==> src/rtl/bimux_arbiter_if.sv <==
// Handshake bundle between the requesters and the bidirectional-mux arbiter.
// The master side drives requests and directions; the slave side (the arbiter)
// returns the mux select, direction, drive enable, grant and busy status.
interface bimux_arbiter_if;
  logic [7:0] req;
  logic [7:0] rdir;
  logic [2:0] sel;
  logic       dir;
  logic       bus_en;
  logic [7:0] gnt;
  logic       busy;

  modport master (
    output req, rdir,
    input  sel, dir, bus_en, gnt, busy
  );

  modport slave (
    input  req, rdir,
    output sel, dir, bus_en, gnt, busy
  );
endinterface

==> src/rtl/bimux_arbiter.sv <==
// Round-robin arbiter for an 8:1 bidirectional mux on a shared line.
// Each grant runs IDLE -> SETUP -> XFER -> TURN, so sel/dir settle for one
// cycle before drive and the line gets a turnaround cycle after it.
// Optional feature: define BIMUX_ARBITER_BURST_LIMIT_EN to cap a transfer at
// 4 consecutive XFER cycles; without it a transfer lasts while req[sel] holds.
module bimux_arbiter (
  input  logic            clk,
  input  logic            rst,
  bimux_arbiter_if.slave  bus
);

  typedef enum logic [1:0] {IDLE, SETUP, XFER, TURN} state_t;

  state_t     state;
  logic [2:0] ptr;        // last requester served; search starts one above it
  logic [2:0] winner;
  logic [2:0] cand;
  logic       xfer_done;

`ifdef BIMUX_ARBITER_BURST_LIMIT_EN
  localparam int unsigned BURST_MAX = 4;
  logic [1:0] burst_cnt;  // XFER cycles already spent in the current burst
`endif

  // Round-robin pick: walk from the farthest candidate to the nearest so the
  // requester closest above ptr is the one that sticks.
  // NOTE: every variable written here gets a default first; skipping one on
  // some path would infer a latch.
  always_comb begin
    winner = ptr;
    cand   = '0;
    for (int i = 8; i >= 1; i--) begin
      cand = ptr + 3'(i);
      if (bus.req[cand]) winner = cand;
    end
  end

  // End-of-transfer condition: requester released the line, or burst cap hit.
`ifdef BIMUX_ARBITER_BURST_LIMIT_EN
  assign xfer_done = !bus.req[bus.sel] || (burst_cnt == 2'(BURST_MAX - 1));
`else
  assign xfer_done = !bus.req[bus.sel];
`endif

  // Arbiter FSM with all outputs registered; reset wins over every transition.
  // NOTE: sequential state uses non-blocking assignments so every register
  // sees the pre-edge values of the others, independent of statement order.
  always_ff @(posedge clk) begin
    if (rst) begin
      state      <= IDLE;
      ptr        <= 3'd7;
      bus.sel    <= '0;
      bus.dir    <= 1'b0;
      bus.bus_en <= 1'b0;
      bus.gnt    <= '0;
      bus.busy   <= 1'b0;
`ifdef BIMUX_ARBITER_BURST_LIMIT_EN
      burst_cnt  <= '0;
`endif
    end else begin
      case (state)
        IDLE: begin
          if (|bus.req) begin
            bus.sel  <= winner;
            bus.dir  <= bus.rdir[winner];
            bus.busy <= 1'b1;
            state    <= SETUP;
          end
        end
        SETUP: begin
          bus.bus_en <= 1'b1;
          bus.gnt    <= 8'h01 << bus.sel;
          state      <= XFER;
`ifdef BIMUX_ARBITER_BURST_LIMIT_EN
          burst_cnt  <= '0;
`endif
        end
        XFER: begin
          if (xfer_done) begin
            bus.bus_en <= 1'b0;
            bus.gnt    <= '0;
            ptr        <= bus.sel;
            state      <= TURN;
          end
`ifdef BIMUX_ARBITER_BURST_LIMIT_EN
          else begin
            burst_cnt <= burst_cnt + 2'd1;
          end
`endif
        end
        TURN: begin
          bus.busy <= 1'b0;
          state    <= IDLE;
        end
        default: state <= IDLE;
      endcase
    end
  end

endmodule
==> src/flat_wrapper.sv <==
// flat-port wrapper written by rule: the top's interface ports become plain ports
module bimux_arbiter_flat 
  (clk, rst, bus_req, bus_rdir, bus_sel, bus_dir, bus_bus_en, bus_gnt, bus_busy);
  bimux_arbiter_if bus_i ();
  input  logic clk;
  input  logic rst;
  input wire logic [$bits(bus_i.req)-1:0] bus_req;
  input wire logic [$bits(bus_i.rdir)-1:0] bus_rdir;
  output wire logic [$bits(bus_i.sel)-1:0] bus_sel;
  output wire logic [$bits(bus_i.dir)-1:0] bus_dir;
  output wire logic [$bits(bus_i.bus_en)-1:0] bus_bus_en;
  output wire logic [$bits(bus_i.gnt)-1:0] bus_gnt;
  output wire logic [$bits(bus_i.busy)-1:0] bus_busy;
  assign bus_i.req = bus_req;
  assign bus_i.rdir = bus_rdir;
  assign bus_sel = bus_i.sel;
  assign bus_dir = bus_i.dir;
  assign bus_bus_en = bus_i.bus_en;
  assign bus_gnt = bus_i.gnt;
  assign bus_busy = bus_i.busy;
  bimux_arbiter u_core (.clk(clk), .rst(rst), .bus(bus_i));
endmodule
==> config.mk <==
export PLATFORM = sky130hd
export DESIGN_NAME = bimux_arbiter_flat
export DESIGN_NICKNAME = d
export VERILOG_FILES = /design/src/rtl/bimux_arbiter_if.sv /design/src/rtl/bimux_arbiter.sv /design/src/flat_wrapper.sv
export SDC_FILE = /design/constraint.sdc
export NUM_CORES = 1
export LEC_CHECK = 0
export ABC_AREA = 1
export CAP_MARGIN = 20
export CORE_ASPECT_RATIO = 0.6
export CORE_MARGIN = 4
export CORE_UTILIZATION = 50
export CTS_BUF_LIST = sky130_fd_sc_hd__clkbuf_4
export DETAILED_ROUTE_END_ITERATION = 8
export MAX_ROUTING_LAYER = met4
export PLACE_DENSITY = 0.73
export SLEW_MARGIN = 40
export SYNTH_ARGS = -nofsm -noshare
export SYNTH_HDL_FRONTEND = slang
export SYNTH_SLANG_ARGS = --single-unit
==> constraint.sdc <==
create_clock -name clk -period 2.7 [get_ports clk]
set_input_delay 0.405 -clock clk [delete_from_list [all_inputs] [get_ports clk]]
set_output_delay 0.405 -clock clk [all_outputs]
set_load 0.01 [all_outputs]
==> flow_metrics.env <==
export IMPL_synth_top_area_share_pct=21.7
export IMPL_clkPwrFrac_pct=6.2
export IMPL_status="finished, final reports clean"
export IMPL_dieHeight_um=53.8
export IMPL_cp_num_cells=20
export IMPL_synth_area_mm2=0.00175
export IMPL_worst_pin_slew_ns=0.559
export IMPL_seq_area_um2=380
export IMPL_hold_depth=2
export IMPL_holdWs_ns=0.469
export IMPL_endpoint_kind="register"
export IMPL_powerDensity_mw_per_mm2=1220
export IMPL_slew_headroom_pct=62.4
export IMPL_ant_nets=0
export IMPL_critPathArrivalTime_ns=2.60
export IMPL_antenna_cells=0
export IMPL_nFillCells=322
export IMPL_period_share_pct=88.4
export IMPL_ys_ff_latch=19
export IMPL_viasPerCell=5.43
export IMPL_path_max_fanout=11
export IMPL_final_util_pct=63.1
export IMPL_wirelength_mm=4.57
export IMPL_cts_tree="yes"
export IMPL_critPathMaxStageDelay_ns=0.41
export IMPL_grt_pass1_vias=1623
export IMPL_cp_num_buf_inv=3
export IMPL_avgSynthCellArea_um2=6.92
export IMPL_cts_sinks=19
export IMPL_place_congestion=0.905
export IMPL_post_route_min_period_ns=2.39
export IMPL_syn_to_final_growth_pct=19.0
export IMPL_clock_skew_ns=0.00445
export IMPL_coreArea_mm2=0.00330
export IMPL_overflow=0
export IMPL_hold_buffers=0
export IMPL_syn_inst=253
export IMPL_synthAdderAreaFrac_pct=3.57
export IMPL_critPathRequiredTime_ns=2.92
export IMPL_finalNonFillerCells=328
export IMPL_combPwrFrac_pct=75.9
export IMPL_antenna_found_initial=0
export IMPL_ioPinCount=32
export IMPL_mostFrequentLayoutCells="nand2_1, nand3_1, clkdlybuf4s50_1, inv_1"
export IMPL_seq_power_share_pct=17.9
export IMPL_ys_seq_area_share_pct=21.7
export IMPL_drt_initial_drc_count=141
export IMPL_p_leak_nw=1.01
export IMPL_ir_drop_mv=0.756
export IMPL_grt_max_degree=15
export IMPL_rsz0062_at_grt="false"
export IMPL_postCtsSetupRepairBufs=0
export IMPL_yosysUniqueCellTypes=35
export IMPL_dr_max_layer_used="met4"
export IMPL_grt_pass1_wl_mm=7.61
export IMPL_hold_violations=0
export IMPL_ys_top_cells_by_area="dfxtp_1, nand2_1, nand3_2"
export IMPL_switching_share_pct=54.8
export IMPL_route_detailed_drc=0
export IMPL_layout_nets=307
export IMPL_root_buffer="clkbuf_4"
export IMPL_synth_fp_nets=276
export IMPL_cp_slowest_cell="dfxtp_1"
export IMPL_cap_violations=0
export IMPL_synth_top_family_by_area="simple AND/OR/NAND/NOR gates"
export IMPL_clk_latency_ns=0.30
export IMPL_wire_per_inst_um=13.9
export IMPL_fin_area_mm2=0.00208
export IMPL_r2r_cells=20
export IMPL_track_usage_pct=21.8
export IMPL_rows=16
export IMPL_cts_buffers=3
export IMPL_synth_top_area_cell="dfxtp_1"
export IMPL_synth_compound_area_share_pct=11.5
export IMPL_final_common_cell="nand2_1"
export IMPL_cts_resized=0
export IMPL_internal_power_mw=1.15
export IMPL_place_ws_ns=0.230
export IMPL_placed_area_mm2=0.00205
export IMPL_post_place_cells=324
export IMPL_crit_type="reg -> reg"
export IMPL_finalSetupViolations=0
export IMPL_cts_max_path_buffers=2
export IMPL_drv_slew=0
export IMPL_worst_setup_path_start_kind="register"
export IMPL_path_common_cell="nand2_1"
export IMPL_synth_simple_gate_area_share_pct=47.8
export IMPL_port_buffers=31
export IMPL_holdCritPathClass="reg -> reg"
export IMPL_p_sw_mw=1.40
export IMPL_multi_input_area_mm2=0.00113
export IMPL_die_w_um=84.4
export IMPL_ys_warnings_count=0
export IMPL_setup_ws_ns=0.313
export IMPL_start_util_pct=53.0
export IMPL_htreeDepth=1
export IMPL_path_clk_slew_ns=0.11
export IMPL_crit_family="simple AND/OR/NAND/NOR gates"
export IMPL_synthMuxAreaShare_pct=0
export IMPL_crit_chain="inv_6 > ha_1 > bufinv_8 > nand3_2 > nand3_2 > nand2_2 > nand2_1 > nand2_1 > nand2_1 > nand2_1 > nand2_2 > nand2_2 > nand2_4 > nand2_2 > nand2_1 > nand3_1 > nand3_1 > nand3_1 > nand2_1 > inv_1"
export IMPL_drive_gt1_share_pct=20.1
export IMPL_total_power_mw=2.55
export IMPL_vias=1781
export IMPL_route_met2_wl_mm=1.79
export IMPL_wl_met1_mm=2.45
export IMPL_synth_xor_area_share_pct=1.86
export IMPL_met3_wirelength_um=303
export IMPL_fmax_mhz=419
export IMPL_hpwl_mm=3.69
export IMPL_tns_ns=0
export IMPL_die_area_mm2=0.00455
export IMPL_drt_first_pass_iters=4
==> logic make-up after synthesis <==
logic type | Yosys count
buffers and inverters | 42
DFF | 19
adders and majority gates | 5
and+or+nand+nor | 152
AOI/OAI and AO/OA | 33
xor gates and xnor gates | 2
==> synthesized netlist by cell type (all sizes together) <==
master    count
a211oi        1
nor2         10
a221oi        1
nand2        85
bufinv        1
nor3          1
nand3        54
clkbuf        2
xor2          2
clkinvlp      1
o2111ai       1
nor4          1
o21ai         5
buf           6
o22ai         1
o211ai        3
nand4         1
inv          31
clkinv        1
dfxtp        19
a21boi        1
a21oi        20
ha            5
==> layer usage <==
| layer | vias to the layer above | GRT usage, % |
|---|---|---|
| met5 | - | - |
| met4 | 0 | 2.89 |
| met3 | 2 | 4.13 |
| met2 | 81 | 32.2 |
| met1 | 808 | 31.6 |
| li1 | 890 | - |
==> worst paths after layout <==
path | start | end | slack (ns)
worst max-delay path | u_core.ptr[0] | u_core.bus.dir | 0.31
worst min-delay path | u_core.bus.gnt[4] | u_core.bus.gnt[4] | 0.47
worst max register to register | u_core.ptr[0] | u_core.bus.dir | 0.31
worst min register to register | u_core.bus.gnt[4] | u_core.bus.gnt[4] | 0.47
==> power by group through the flow <==
stage | Sequential, mW | Clock [mW] | Combinational [mW]
final | 0.457 | 0.158 | 1.93
after global routing | 0.472 | 0.174 | 2.15
after CTS | 0.455 | 0.162 | 1.91
after detailed placement | 0.460 | 0 | 1.90
after global placement | 0.457 | 0 | 1.87
after floorplan | 0.443 | 0 | 1.53
==> state kept, by name, indices dropped and copies added, names as in the netlist <==
register           cells
u_core.state           2
u_core.bus.sel         3
u_core.ptr             3
u_core.bus.dir         1
u_core.bus.bus_en      1
u_core.bus.busy        1
u_core.bus.gnt         8
==> layout make-up <==
| type | count | share of cell area, % |
|---|---|---|
| multi-input cells | 192 | 54.4 |
| flip-flops and latches | 19 | 18.2 |
| repair buffers | 34 | 16.0 |
| inverters | 34 | 7.26 |
| well taps | 45 | 2.70 |
| clock buffers | 4 | 1.44 |
==> worst register-to-register path, cell delays in order (launching register included) <==
cell and delay [ns]:
dfxtp_1 0.41, inv_6 0.11, ha_1 0.33, bufinv_8 0.21, nand3_2 0.10, nand3_2 0.11
nand2_2 0.06, nand2_1 0.09, nand2_1 0.06, nand2_1 0.06, nand2_1 0.06, nand2_2 0.07
nand2_2 0.06, nand2_4 0.08, nand2_2 0.09, nand2_1 0.08, nand3_1 0.07, nand3_1 0.08
nand3_1 0.07, nand2_1 0.07, inv_1 0.03
Power figures use the tool's default switching activity.
